`src/rtl/lighting_zone_ctrl.sv`:
```
// Multi-zone lighting controller: per-zone button/presence synchronizers, press and
// idle timers, and a four-state automatic/manual FSM with a global force-off.
module lighting_zone_ctrl #(
  parameter int N_ZONES     = 4,
  parameter int SHORT_CYC   = 300,
  parameter int LONG_CYC    = 5000,
  parameter int TIMEOUT_CYC = 30000
) (
  input  logic                         clk,
  input  logic                         rst,
  input  logic [N_ZONES-1:0]           btn,
  input  logic [N_ZONES-1:0]           infra,
  input  logic                         force_off,
  output logic [N_ZONES-1:0]           lamp,
  output logic [N_ZONES-1:0]           led_manual,
  output logic [N_ZONES-1:0]           timer_active,
  output logic [$clog2(N_ZONES+1)-1:0] lamps_on
);

  localparam int PW = $clog2(LONG_CYC + 1);
  localparam int IW = $clog2(TIMEOUT_CYC);
  localparam int LW = $clog2(N_ZONES + 1);

  localparam logic [PW-1:0] C_LONG    = PW'(LONG_CYC);
  localparam logic [PW-1:0] C_LONG_M1 = PW'(LONG_CYC - 1);
  localparam logic [PW-1:0] C_SHORT   = PW'(SHORT_CYC);
  localparam logic [IW-1:0] C_TMO_M1  = IW'(TIMEOUT_CYC - 1);

  typedef enum logic [1:0] {
    DESL_AUTO = 2'b00,
    LIG_AUTO  = 2'b01,
    DESL_MAN  = 2'b10,
    LIG_MAN   = 2'b11
  } state_t;

  logic [N_ZONES-1:0] r_btn_m, r_btn_s, r_btn_prev;
  logic [N_ZONES-1:0] r_inf_m, r_inf_s;
  logic [PW-1:0]      r_press [N_ZONES];
  logic [IW-1:0]      r_idle  [N_ZONES];
  state_t             r_state [N_ZONES];
  state_t             w_next  [N_ZONES];
  logic [N_ZONES-1:0] w_long, w_short, w_tmo;
  logic [LW-1:0]      w_lamps_on;

  always_ff @(posedge clk or posedge rst) begin
    if (rst) begin
      r_btn_m <= '0;
      r_btn_s <= '0;
      r_inf_m <= '0;
      r_inf_s <= '0;
    end else begin
      r_btn_m <= btn;
      r_btn_s <= r_btn_m;
      r_inf_m <= infra;
      r_inf_s <= r_inf_m;
    end
  end

  // The press counter saturates at LONG_CYC, so the long event cannot recur while held.
  always_comb begin
    w_long  = '0;
    w_short = '0;
    w_tmo   = '0;
    for (int z = 0; z < N_ZONES; z++) begin
      w_long[z]  = r_btn_s[z] && (r_press[z] == C_LONG_M1);
      w_short[z] = !r_btn_s[z] && r_btn_prev[z] &&
                   (r_press[z] > C_SHORT) && (r_press[z] < C_LONG);
      w_tmo[z]   = (r_state[z] == LIG_AUTO) && !r_inf_s[z] && (r_idle[z] == C_TMO_M1);
    end
  end

  always_comb begin
    for (int z = 0; z < N_ZONES; z++) begin
      w_next[z] = r_state[z];
      if (force_off) begin
        w_next[z] = DESL_AUTO;
      end else begin
        case (r_state[z])
          DESL_AUTO: if (w_long[z]) w_next[z] = DESL_MAN;
                     else if (r_inf_s[z]) w_next[z] = LIG_AUTO;
          LIG_AUTO:  if (w_long[z]) w_next[z] = DESL_MAN;
                     else if (w_tmo[z]) w_next[z] = DESL_AUTO;
          LIG_MAN:   if (w_long[z]) w_next[z] = LIG_AUTO;
                     else if (w_short[z]) w_next[z] = DESL_MAN;
          DESL_MAN:  if (w_long[z]) w_next[z] = LIG_AUTO;
                     else if (w_short[z]) w_next[z] = LIG_MAN;
          default:   w_next[z] = DESL_AUTO;
        endcase
      end
    end
  end

  always_ff @(posedge clk or posedge rst) begin
    if (rst) begin
      r_btn_prev <= '0;
      for (int z = 0; z < N_ZONES; z++) begin
        r_state[z] <= DESL_AUTO;
        r_press[z] <= '0;
        r_idle[z]  <= '0;
      end
    end else begin
      r_btn_prev <= r_btn_s;
      for (int z = 0; z < N_ZONES; z++) begin
        r_state[z] <= w_next[z];
        if (force_off || !r_btn_s[z])
          r_press[z] <= '0;
        else if (r_press[z] != C_LONG)
          r_press[z] <= r_press[z] + 1'b1;
        if (force_off || (r_state[z] != LIG_AUTO) || r_inf_s[z])
          r_idle[z] <= '0;
        else
          r_idle[z] <= r_idle[z] + 1'b1;
      end
    end
  end

  always_comb begin
    lamp         = '0;
    led_manual   = '0;
    timer_active = '0;
    for (int z = 0; z < N_ZONES; z++) begin
      lamp[z]         = (r_state[z] == LIG_AUTO) || (r_state[z] == LIG_MAN);
      led_manual[z]   = (r_state[z] == LIG_MAN)  || (r_state[z] == DESL_MAN);
      timer_active[z] = (r_state[z] == LIG_AUTO);
    end
  end

  always_comb begin
    w_lamps_on = '0;
    for (int z = 0; z < N_ZONES; z++)
      w_lamps_on = w_lamps_on + LW'(lamp[z]);
  end

  assign lamps_on = w_lamps_on;

endmodule
```
`config.mk`:
```
export PLATFORM = sky130hd
export DESIGN_NAME = lighting_zone_ctrl
export DESIGN_NICKNAME = d
export VERILOG_FILES = /design/src/rtl/lighting_zone_ctrl.sv
export SDC_FILE = /design/constraint.sdc
export NUM_CORES = 1
export LEC_CHECK = 0
export CAP_MARGIN = 5
export CORE_ASPECT_RATIO = 1.2
export CORE_UTILIZATION = 65
export DETAILED_ROUTE_END_ITERATION = 8
export HOLD_SLACK_MARGIN = 0.05
export MAX_ROUTING_LAYER = met4
export PLACE_DENSITY = 0.84
export RECOVER_POWER = 100
export SLEW_MARGIN = 20
export SYNTH_ARGS = -nofsm -noshare
export SYNTH_HDL_FRONTEND = slang
export SYNTH_SLANG_ARGS = --single-unit
```
`constraint.sdc`:
```
create_clock -name clk -period 9.1 [get_ports clk]
set_clock_uncertainty 0.15 [all_clocks]
set_input_delay 0.91 -clock clk [delete_from_list [all_inputs] [get_ports clk]]
set_output_delay 0.91 -clock clk [all_outputs]
set_load 0.1 [all_outputs]
```
# Word level (Yosys, flattened, before mapping)
# Index checks and enable logic that the tools add are counted.
dict set report word_totals {
  register_bits 140
  out_inout_bits 15
}
dict set report classes {
  mux 52
  eq_ne 44
  n_addsub 11
  n_reduce_logical 64
  magnitude_cmp 8
}
# operator n
set op_table {}
lappend op_table {{$mux 13} 8}
lappend op_table {{$mux 2} 36}
lappend op_table {{$add 15x1->15 const B} 4}
lappend op_table {{$eq 15x15->1 const B} 4}
lappend op_table {{$mux 15} 4}
lappend op_table {{$add 13x1->13 const B} 4}
lappend op_table {{$eq 13x13->1 const B} 4}
lappend op_table {{$gt 13x9->1 const B} 4}
lappend op_table {{$lt 13x13->1 const B} 4}
lappend op_table {{$ne 13x13->1 const B} 4}
lappend op_table {{$ne 4x4->1 const B} 12}
lappend op_table {{$pmux 2 s4} 4}
lappend op_table {{$logic_and 1x1->1} 24}
lappend op_table {{$logic_or 1x1->1} 20}
lappend op_table {{$eq 2x2->1 const B} 8}
lappend op_table {{$ne 4x2->1 const B} 4}
lappend op_table {{$reduce_and 4->1} 4}
lappend op_table {{$eq 2x1->1 const B} 4}
lappend op_table {{$logic_not 1->1} 8}
lappend op_table {{$logic_not 2->1} 4}
lappend op_table {{$ne 2x1->1 const B} 4}
lappend op_table {{$reduce_bool 2->1} 4}
lappend op_table {{$add 2x1->3} 1}
lappend op_table {{$add 3x1->3} 1}
lappend op_table {{$add 1x1->2} 1}

# Longest topological paths before layout
# Gate-level depths: netlist (run 1).
dict set report depth {
  depth_word 8
  mapped_depth 7
}

# Least setup slack after synthesis (run 1)
# OpenSTA, ideal clock, no wires.
dict set report synth_path {
  path_type {flip-flop to output port}
  start {reg r_state[4] (netlist name)}
  end {out lamps_on[1]}
  path_buffers 1
  t_arrival_ps 2868
  slack_ps 5172
  stages_incl_launch_ff 5
  cell_sequence {dfrtp_1 clkbuf_1 fa_1 ha_1 ha_1}
}
dict set report synth_between {
  elab_chain_cells 5
  elab_cells_between_ends 6
  classes_between {add/sub: 3; eq/ne: 2; reduce/logical: 1}
}
# element line
set synth_rtl {}
lappend synth_rtl {{start, declared} 40} ;# state_t r_state [N_ZONES];
lappend synth_rtl {{start signal, assigned by index} 104} ;# r_state[z] <= w_next[z];
lappend synth_rtl {{$eq 2x1->1 or $eq 2x2->1 (tied branches)} 122} ;# lamp[z] = (r_state[z] == LIG_AUTO) || (r_state[z] == LIG_MAN);
lappend synth_rtl {{$logic_or 1x1->1 (*)} 122}
lappend synth_rtl {{named net lamp[1]} 14} ;# output logic [N_ZONES-1:0] lamp,
lappend synth_rtl {{$add 1x1->2 (*)} 131} ;# w_lamps_on = w_lamps_on + LW'(lamp[z]);
lappend synth_rtl {{$add 2x1->3 (*)} 131}
lappend synth_rtl {{$add 3x1->3 (*)} 131}
lappend synth_rtl {{end, declared} 17} ;# output logic [$clog2(N_ZONES+1)-1:0] lamps_on
# Mark *: on every way through the listed nets, which the timed path passes. The rest lies on a longest branch.

# Final worst setup path (run 1)
dict set report layout_path {
  start {reg r_state[6] (netlist name)}
  end {out lamps_on[1]}
}
dict set report layout_between {
  elab_chain_cells 5
  elab_cells_between_ends 6
  classes_between {add/sub: 3; eq/ne: 2; reduce/logical: 1}
}
# element line
set layout_rtl {}
lappend layout_rtl {{$eq 2x1->1 or $eq 2x2->1 (tied branches)} 122}
lappend layout_rtl {{$logic_or 1x1->1 (*)} 122}
lappend layout_rtl {{$add 1x1->2 (*)} 131}
lappend layout_rtl {{$add 2x1->3 (*)} 131}
lappend layout_rtl {{$add 3x1->3 (*)} 131}
# Mark *: on every way between the ends. The rest lies on a longest branch, timed or not.

==> impl_metrics.py, run 1 <==
metrics = {
    "floorplan": {
        "die_w_um": 95.4,
        "die-height_um": 114,
        "placeableCoreArea_sq_um": 10100,
        "initial_core_util": 0.673,
        "rows": 40,
        "dieArea_sq_um": 10900,
        "io_pins": 26,
    },
    "finish": {
        "nets": 737,
        "fillerInstances": 692,
        "num_antenna_cells": 0,
        "drive_gt1_frac": 0.0511,
        "area_growth_pct": 13.0,
    },
    "route": {
        "post_drt_wl_per_cell_um": 16.2,
        "ant_nets": 0,
        "viasPerCell": 6.04,
        "wl_um": 13700,
        "drc": 0,
        "num_vias": 5133,
        "drt_first_pass_iters": 5,
        "drtIter0Drc": 261,
    },
    "worst_setup_path": {
        "start_kind": "flop",
        "critical_path.startpoint": "r_state[6]",
        "crit_type": "flop to output port",
        "cp.required_ns": 8.04,
        "rr_endpoint": "r_state[6]",
        "arrival_ns": 3.00,
        "cp_max_fo": 6,
        "reg2reg_depth": 5,
        "reg2reg_from": "r_press[49]",
        "r2r_slack_ns": 6.51,
        "end_kind": "output port",
    },
    "power": {
        "irDropWorstVdd_uv": 131,
        "p_leak_nw": 3.27,
        "p_per_area_nw_per_um2": 183,
    },
    "clock_network": {
        "cts_resized": 0,
        "clock-sinks": 140,
        "cts_max_level": 4,
        "cts_setup_buffers": 0,
        "clkTransAtPathRegs_ns": 0.06,
        "cts_buffers": 17,
        "cts_tree": "yes",
        "cts-root-buf": "clkbuf_16",
        "ctsHoldBuffers": 0,
        "cts_max_path_buffers": 2,
        "clock_latency_ns": 0.42,
    },
    "synthesis": {
        "synth-seq-cells": 140,
        "ys_async_sr_fraction": 1.00,
        "synthesis.nets": 718,
        "synthDistinctLibCells": 54,
        "syn-cell-area_sq_um": 6800,
        "yosysSeqAreaShare": 0.515,
        "syn_inst": 692,
        "ys_warn_count": 0,
        "synthFlopType": "dfrtp_1",
        "avgSynthCellArea_sq_um": 9.83,
        "synth_edf_count": 0,
    },
    "placed_design": {
        "gp_congestion": 0.833,
        "io_buffer_count": 25,
        "hpwl_um": 8980,
        "place_ws_ns": 5.55,
    },
    "status": {
        "status": "complete, but fails checks",
        "violations": "capacitance limit, slew limit",
    },
    "global_route": {
        "use_met3": 0.0733,
        "grt_max_degree": 89,
        "grt_pass1_wl_um": 23300,
        "grt_use_met2": 0.479,
        "grt_usage": 0.287,
        "grt_use_met1": 0.322,
        "busiest_layer": "met2",
        "first_global_vias": 5241,
        "antenna_found_initial": 0,
        "overflow": 0,
    },
    "timing": {
        "final.setup.tns_ns": 0,
        "hold_viol_final": 0,
        "period_needed_ns": 4.06,
        "maxSlewViolCount": 54,
        "setup_viol": 0,
        "worst_slew_pin_slew_ns": 2.35,
        "clock.fmax_mhz": 247,
        "relSlewSlack": -0.577,
        "period_share": 0.446,
        "rsz0062_at_grt": "no",
        "setup_slack_ns": 5.04,
    },
    "worst_hold_path": {
        "min_path_cells": 0,
        "min_from": "r_btn_m[3]",
        "min_to": "r_btn_s[3]",
        "hold_class": "flop to flop",
    },
    "run": {
        "cap_violations": 1,
    },
}
[how the worst max path moves through the flow]
stage,to,slack (ns),cells past startpoint
after floorplan,r_btn_m[0],4.29,1
after global placement,lamps_on[1],5.55,4
after detailed placement,lamps_on[1],5.55,4
after CTS,lamps_on[1],5.09,4
after global routing,lamps_on[1],4.97,4
final,lamps_on[1],5.04,4
[per-layer routing]
layer | routed length (um) | vias to the layer above
met1 | 5740 | 2528
li1 | - | 2442
met2 | 7100 | 127
met3 | 602 | 36
met4 | 301 | 0
met5 | 0 | -
[cell families after synthesis]
logic type,after synthesis,share of synthesized area
and+or+nand+nor,331,0.253
DFF,140,0.515
xor gates and xnor gates,84,0.108
AOI/OAI and AO/OA,70,0.0650
buffers and inverters,51,0.0282
adders and majority gates,15,0.0287
muxes,1,0.00166
[critical path, stage by stage, from the launching register on]
cell           delay (ns)
dfrtp_1              0.44
fa_1                 0.49
ha_1                 0.19
ha_1                 0.26
dlygate4sd3_1        1.19
[Yosys cell counts (2+ instances only)]
master | number | area share
xnor2_1 | 30 | 0.039
a211o_1 | 2 | 0.0026
nor2_1 | 119 | 0.066
a211oi_1 | 4 | 0.0044
nor4_1 | 6 | 0.0055
or2_2 | 2 | 0.0018
and2_1 | 2 | 0.0018
o21ai_0 | 19 | 0.014
and4b_1 | 4 | 0.0059
ha_1 | 14 | 0.026
dfrtp_1 | 140 | 0.52
nor4b_1 | 3 | 0.0039
nor3_1 | 10 | 0.0074
and3b_1 | 2 | 0.0026
nor3b_1 | 2 | 0.0022
a21oi_1 | 23 | 0.017
nand2_1 | 35 | 0.019
and3_1 | 23 | 0.021
and4_1 | 7 | 0.0090
nand2b_1 | 9 | 0.0083
o21bai_1 | 4 | 0.0044
or4b_1 | 2 | 0.0029
nand3_1 | 41 | 0.030
or3_1 | 15 | 0.014
nor4bb_1 | 3 | 0.0044
nor2b_1 | 4 | 0.0037
xor2_1 | 54 | 0.070
nand3b_1 | 6 | 0.0066
a21o_1 | 2 | 0.0022
inv_1 | 25 | 0.014
nand4_1 | 29 | 0.027
nor4_2 | 2 | 0.0037
clkbuf_1 | 26 | 0.014
a41oi_1 | 2 | 0.0026
nand4b_1 | 2 | 0.0026
[stage by stage]
step                      power, mW  instance area [sq um]  utilization  hold WS, ns  cells
after CTS                      1.42                   7700        0.762        0.201    850
after global placement        0.752                   7120        0.705        0.182    818
after detailed placement      0.754                   7120        0.705        0.188    818
final                          1.41                   7680        0.760        0.199    850
after floorplan               0.729                   6800            -        0.181    692
after global routing           1.46                   7680        0.760        0.202    850
[power by group]
part	internal (mW)	leakage, nW	switching, mW
sequential	0.631	1.90	0.00858
combinational	0.0208	1.10	0.0787
clock	0.402	0.264	0.267
[registers in the layout, indices dropped and copies added, names as in the netlist]
name,count
r_btn_m,4
r_state,8
r_idle,60
r_inf_m,4
r_btn_prev,4
r_btn_s,4
r_press,52
r_inf_s,4
[cell type report]
| cell class | count | area (sq um) | share of cell area |
|---|---|---|---|
| Multi-Input combinational cell | 501 | 3090 | 0.402 |
| Timing Repair Buffer | 26 | 262 | 0.0340 |
| Clock inverter | 14 | 146 | 0.0191 |
| Sequential cell | 140 | 3500 | 0.456 |
| Inverter | 25 | 95.1 | 0.0124 |
| Clock buffer | 18 | 429 | 0.0559 |
| Tap cell | 126 | 158 | 0.0205 |
[cell usage in the layout, fill, tap and decap left out, types with 3 or more instances in the layout]
| master | count |
|---|---|
| a211oi_1 | 5 |
| a21oi_1 | 23 |
| and3_1 | 23 |
| and4_1 | 7 |
| and4b_1 | 4 |
| clkbuf_16 | 17 |
| clkinv_2 | 3 |
| clkinvlp_4 | 6 |
| dfrtp_1 | 140 |
| dlygate4sd3_1 | 25 |
| ha_1 | 14 |
| inv_1 | 24 |
| nand2_1 | 35 |
| nand2b_1 | 9 |
| nand3_1 | 41 |
| nand3b_1 | 6 |
| nand4_1 | 29 |
| nor2_1 | 119 |
| nor2b_1 | 4 |
| nor3_1 | 10 |
| nor4_1 | 7 |
| nor4b_1 | 3 |
| nor4bb_1 | 3 |
| o21ai_0 | 19 |
| o21bai_1 | 4 |
| or3_1 | 15 |
| xnor2_1 | 30 |
| xor2_1 | 54 |
Power figures use the tool's default switching activity.
==> run 2, diff against run 1 <==
--- a/config.mk
+++ b/config.mk
@@ -7,11 +7,11 @@
 export LEC_CHECK = 0
 export CAP_MARGIN = 5
 export CORE_ASPECT_RATIO = 1.2
-export CORE_UTILIZATION = 65
+export CORE_UTILIZATION = 61
 export DETAILED_ROUTE_END_ITERATION = 8
 export HOLD_SLACK_MARGIN = 0.05
 export MAX_ROUTING_LAYER = met4
-export PLACE_DENSITY = 0.84
+export PLACE_DENSITY = 0.8
 export RECOVER_POWER = 100
 export SLEW_MARGIN = 20
 export SYNTH_ARGS = -nofsm -noshare
==> constraint.sdc (replaced) <==
create_clock -name clk -period 4.2 [get_ports clk]
set_clock_uncertainty 0.15 [all_clocks]
set_input_delay 0.42 -clock clk [delete_from_list [all_inputs] [get_ports clk]]
set_output_delay 0.42 -clock clk [all_outputs]
set_load 0.1 [all_outputs]
==> impl_metrics.py, run 2 (synthesis gave the netlist of run 1 again) <==
metrics = {
    "status": {
        "status": "complete, but fails checks",
        "violations": "DRC, capacitance limit, slew limit",
    },
    "route": {
        "wl_met2_um": 6760,
        "viasPerCell": 5.89,
        "wl_met3_um": 493,
        "drtIter0Drc": 318,
        "drt_first_pass_iters": 8,
        "wl_met1_um": 5880,
        "drc": 2,
        "ant_nets": 0,
        "num_vias": 5028,
        "post_drt_wl_per_cell_um": 15.6,
        "wl_um": 13300,
        "top_layer": "met4",
    },
    "worst_setup_path": {
        "cp_max_fo": 6,
        "critPathSlowestCell": "clkbuf_1",
        "reg2reg_from": "r_press[49]",
        "r2r_slack_ns": 1.73,
        "worstPathCellList": "fa_1 -> ha_1 -> ha_1 -> clkbuf_1",
        "start_kind": "flop",
        "cp.required_ns": 3.63,
        "cpPeakStageDelay_ns": 0.86,
        "path_common_cell": "ha_1",
        "end_kind": "output port",
        "arrival_ns": 2.75,
        "rr_endpoint": "r_state[6]",
        "reg2reg_depth": 5,
        "crit_type": "flop to output port",
    },
    "timing": {
        "relSlewSlack": -0.379,
        "clock.fmax_mhz": 301,
        "rsz0062_at_grt": "no",
        "period_share": 0.790,
        "maxSlewViolCount": 88,
        "worst_slew_pin_slew_ns": 2.07,
        "hold_viol_final": 0,
        "period_needed_ns": 3.32,
        "final.setup.tns_ns": 0,
        "setup_slack_ns": 0.882,
        "worst_hold_slack_ns": 0.196,
        "setup_viol": 0,
    },
    "placed_design": {
        "hpwl_um": 8730,
        "io_buffer_count": 25,
        "place_ws_ns": 1.74,
        "gp_congestion": 0.823,
    },
    "clock_network": {
        "cts_setup_buffers": 0,
        "cts_max_path_buffers": 2,
        "cts_resized": 0,
        "cts_buffers": 17,
        "clock-sinks": 140,
        "clkTransAtPathRegs_ns": 0.05,
        "cts_max_level": 4,
        "cts_tree": "yes",
        "cts-root-buf": "clkbuf_16",
        "ctsHoldBuffers": 0,
        "clock_latency_ns": 0.41,
    },
    "floorplan": {
        "io_pins": 26,
        "placeableCoreArea_sq_um": 10700,
        "initial_core_util": 0.637,
        "die-height_um": 118,
        "die_w_um": 98.4,
        "dieArea_sq_um": 11600,
        "rows": 41,
    },
    "finish": {
        "area_growth_pct": 12.7,
        "layout_commonest_cell": "dfrtp_1",
        "multi_input_area_sq_um": 3080,
        "mostFrequentLayoutCells": "dfrtp_1 (140), nor2_1 (119), xor2_1 (54)",
        "largest_reg_flops": 60,
        "fillerInstances": 773,
        "regMostFlops": "r_idle",
        "drive_gt1_frac": 0.0456,
        "reg.largest.list": "r_idle x60, r_press x52, r_state x8",
        "nets": 738,
        "final_util": 0.718,
        "regArea_sq_um": 3500,
        "num_antenna_cells": 0,
    },
    "power": {
        "p_leak_nw": 3.28,
        "p_per_area_nw_per_um2": 401,
        "irDropWorstVdd_uv": 266,
    },
    "worst_hold_path": {
        "hold_class": "flop to flop",
        "min_to": "r_inf_s[2]",
        "min_from": "r_inf_m[2]",
        "min_path_cells": 0,
    },
    "global_route": {
        "overflow": 0,
        "grt_pass1_wl_um": 23200,
        "first_global_vias": 4999,
        "grt_usage": 0.255,
        "grt_max_degree": 88,
        "antenna_found_initial": 0,
    },
    "run": {
        "cap_violations": 1,
    },
}
[run 2: changes by cell type in the layout (fill, tap and decap cells not counted), sizes merged]
cell         before  now
clkbuf           18   26
clkinvlp          7    1
dlygate4sd3      25   22
bufinv            2    3
clkinv            5    6
inv              25   24
[run 2: per-layer routing]
metal / up-vias / global-route usage
met5: - / -
met4: 0 / 0.0746
met1: 2495 / 0.319
met3: 19 / 0.0517
met2: 90 / 0.419
li1: 2424 / -
[run 2: power breakdown]
group          switching, mW  internal (mW)
Sequential            0.0178           1.37
Clock                  0.532          0.940
Combinational          0.174         0.0411
Total                  0.723           2.35
[run 2: worst max-delay path by stage]
stage / from / to / slack, ns / depth (start not counted)
floorplan: r_state[4] / lamps_on[1] / 0.76 / 4
CTS: r_state[0] / timer_active[3] / 1.27 / 2
global route: r_state[6] / lamps_on[1] / 0.82 / 4
detailed placement: r_state[0] / timer_active[3] / 1.74 / 2
finish: r_state[6] / lamps_on[1] / 0.88 / 4
global placement: r_state[0] / timer_active[3] / 1.71 / 2
[run 2: layout make-up]
type | instances | area share
Sequential cell | 140 | 0.457
Clock buffer | 22 | 0.0593
Timing Repair Buffer | 27 | 0.0318
Inverter | 25 | 0.0127
Tap cell | 129 | 0.0211
Clock inverter | 9 | 0.0157
Multi-Input combinational cell | 501 | 0.402
[run 2: worst max-delay path: cells and delay by family (launching register included)]
| kind | cells | cell delay (ns) |
|---|---|---|
| flip-flops | 1 | 0.45 |
| adder cells (fa/ha/maj) | 3 | 1.04 |
| buffers and inverters | 1 | 0.86 |
[run 2: metrics by stage]
stage	cells	power (mW)	cell area (sq um)
2_1_floorplan	692	1.58	6800
3_3_place_gp	822	1.63	7130
3_5_place_dp	822	1.64	7130
4_1_cts	853	3.11	7700
5_1_grt	853	3.17	7660
6_report	853	3.07	7660
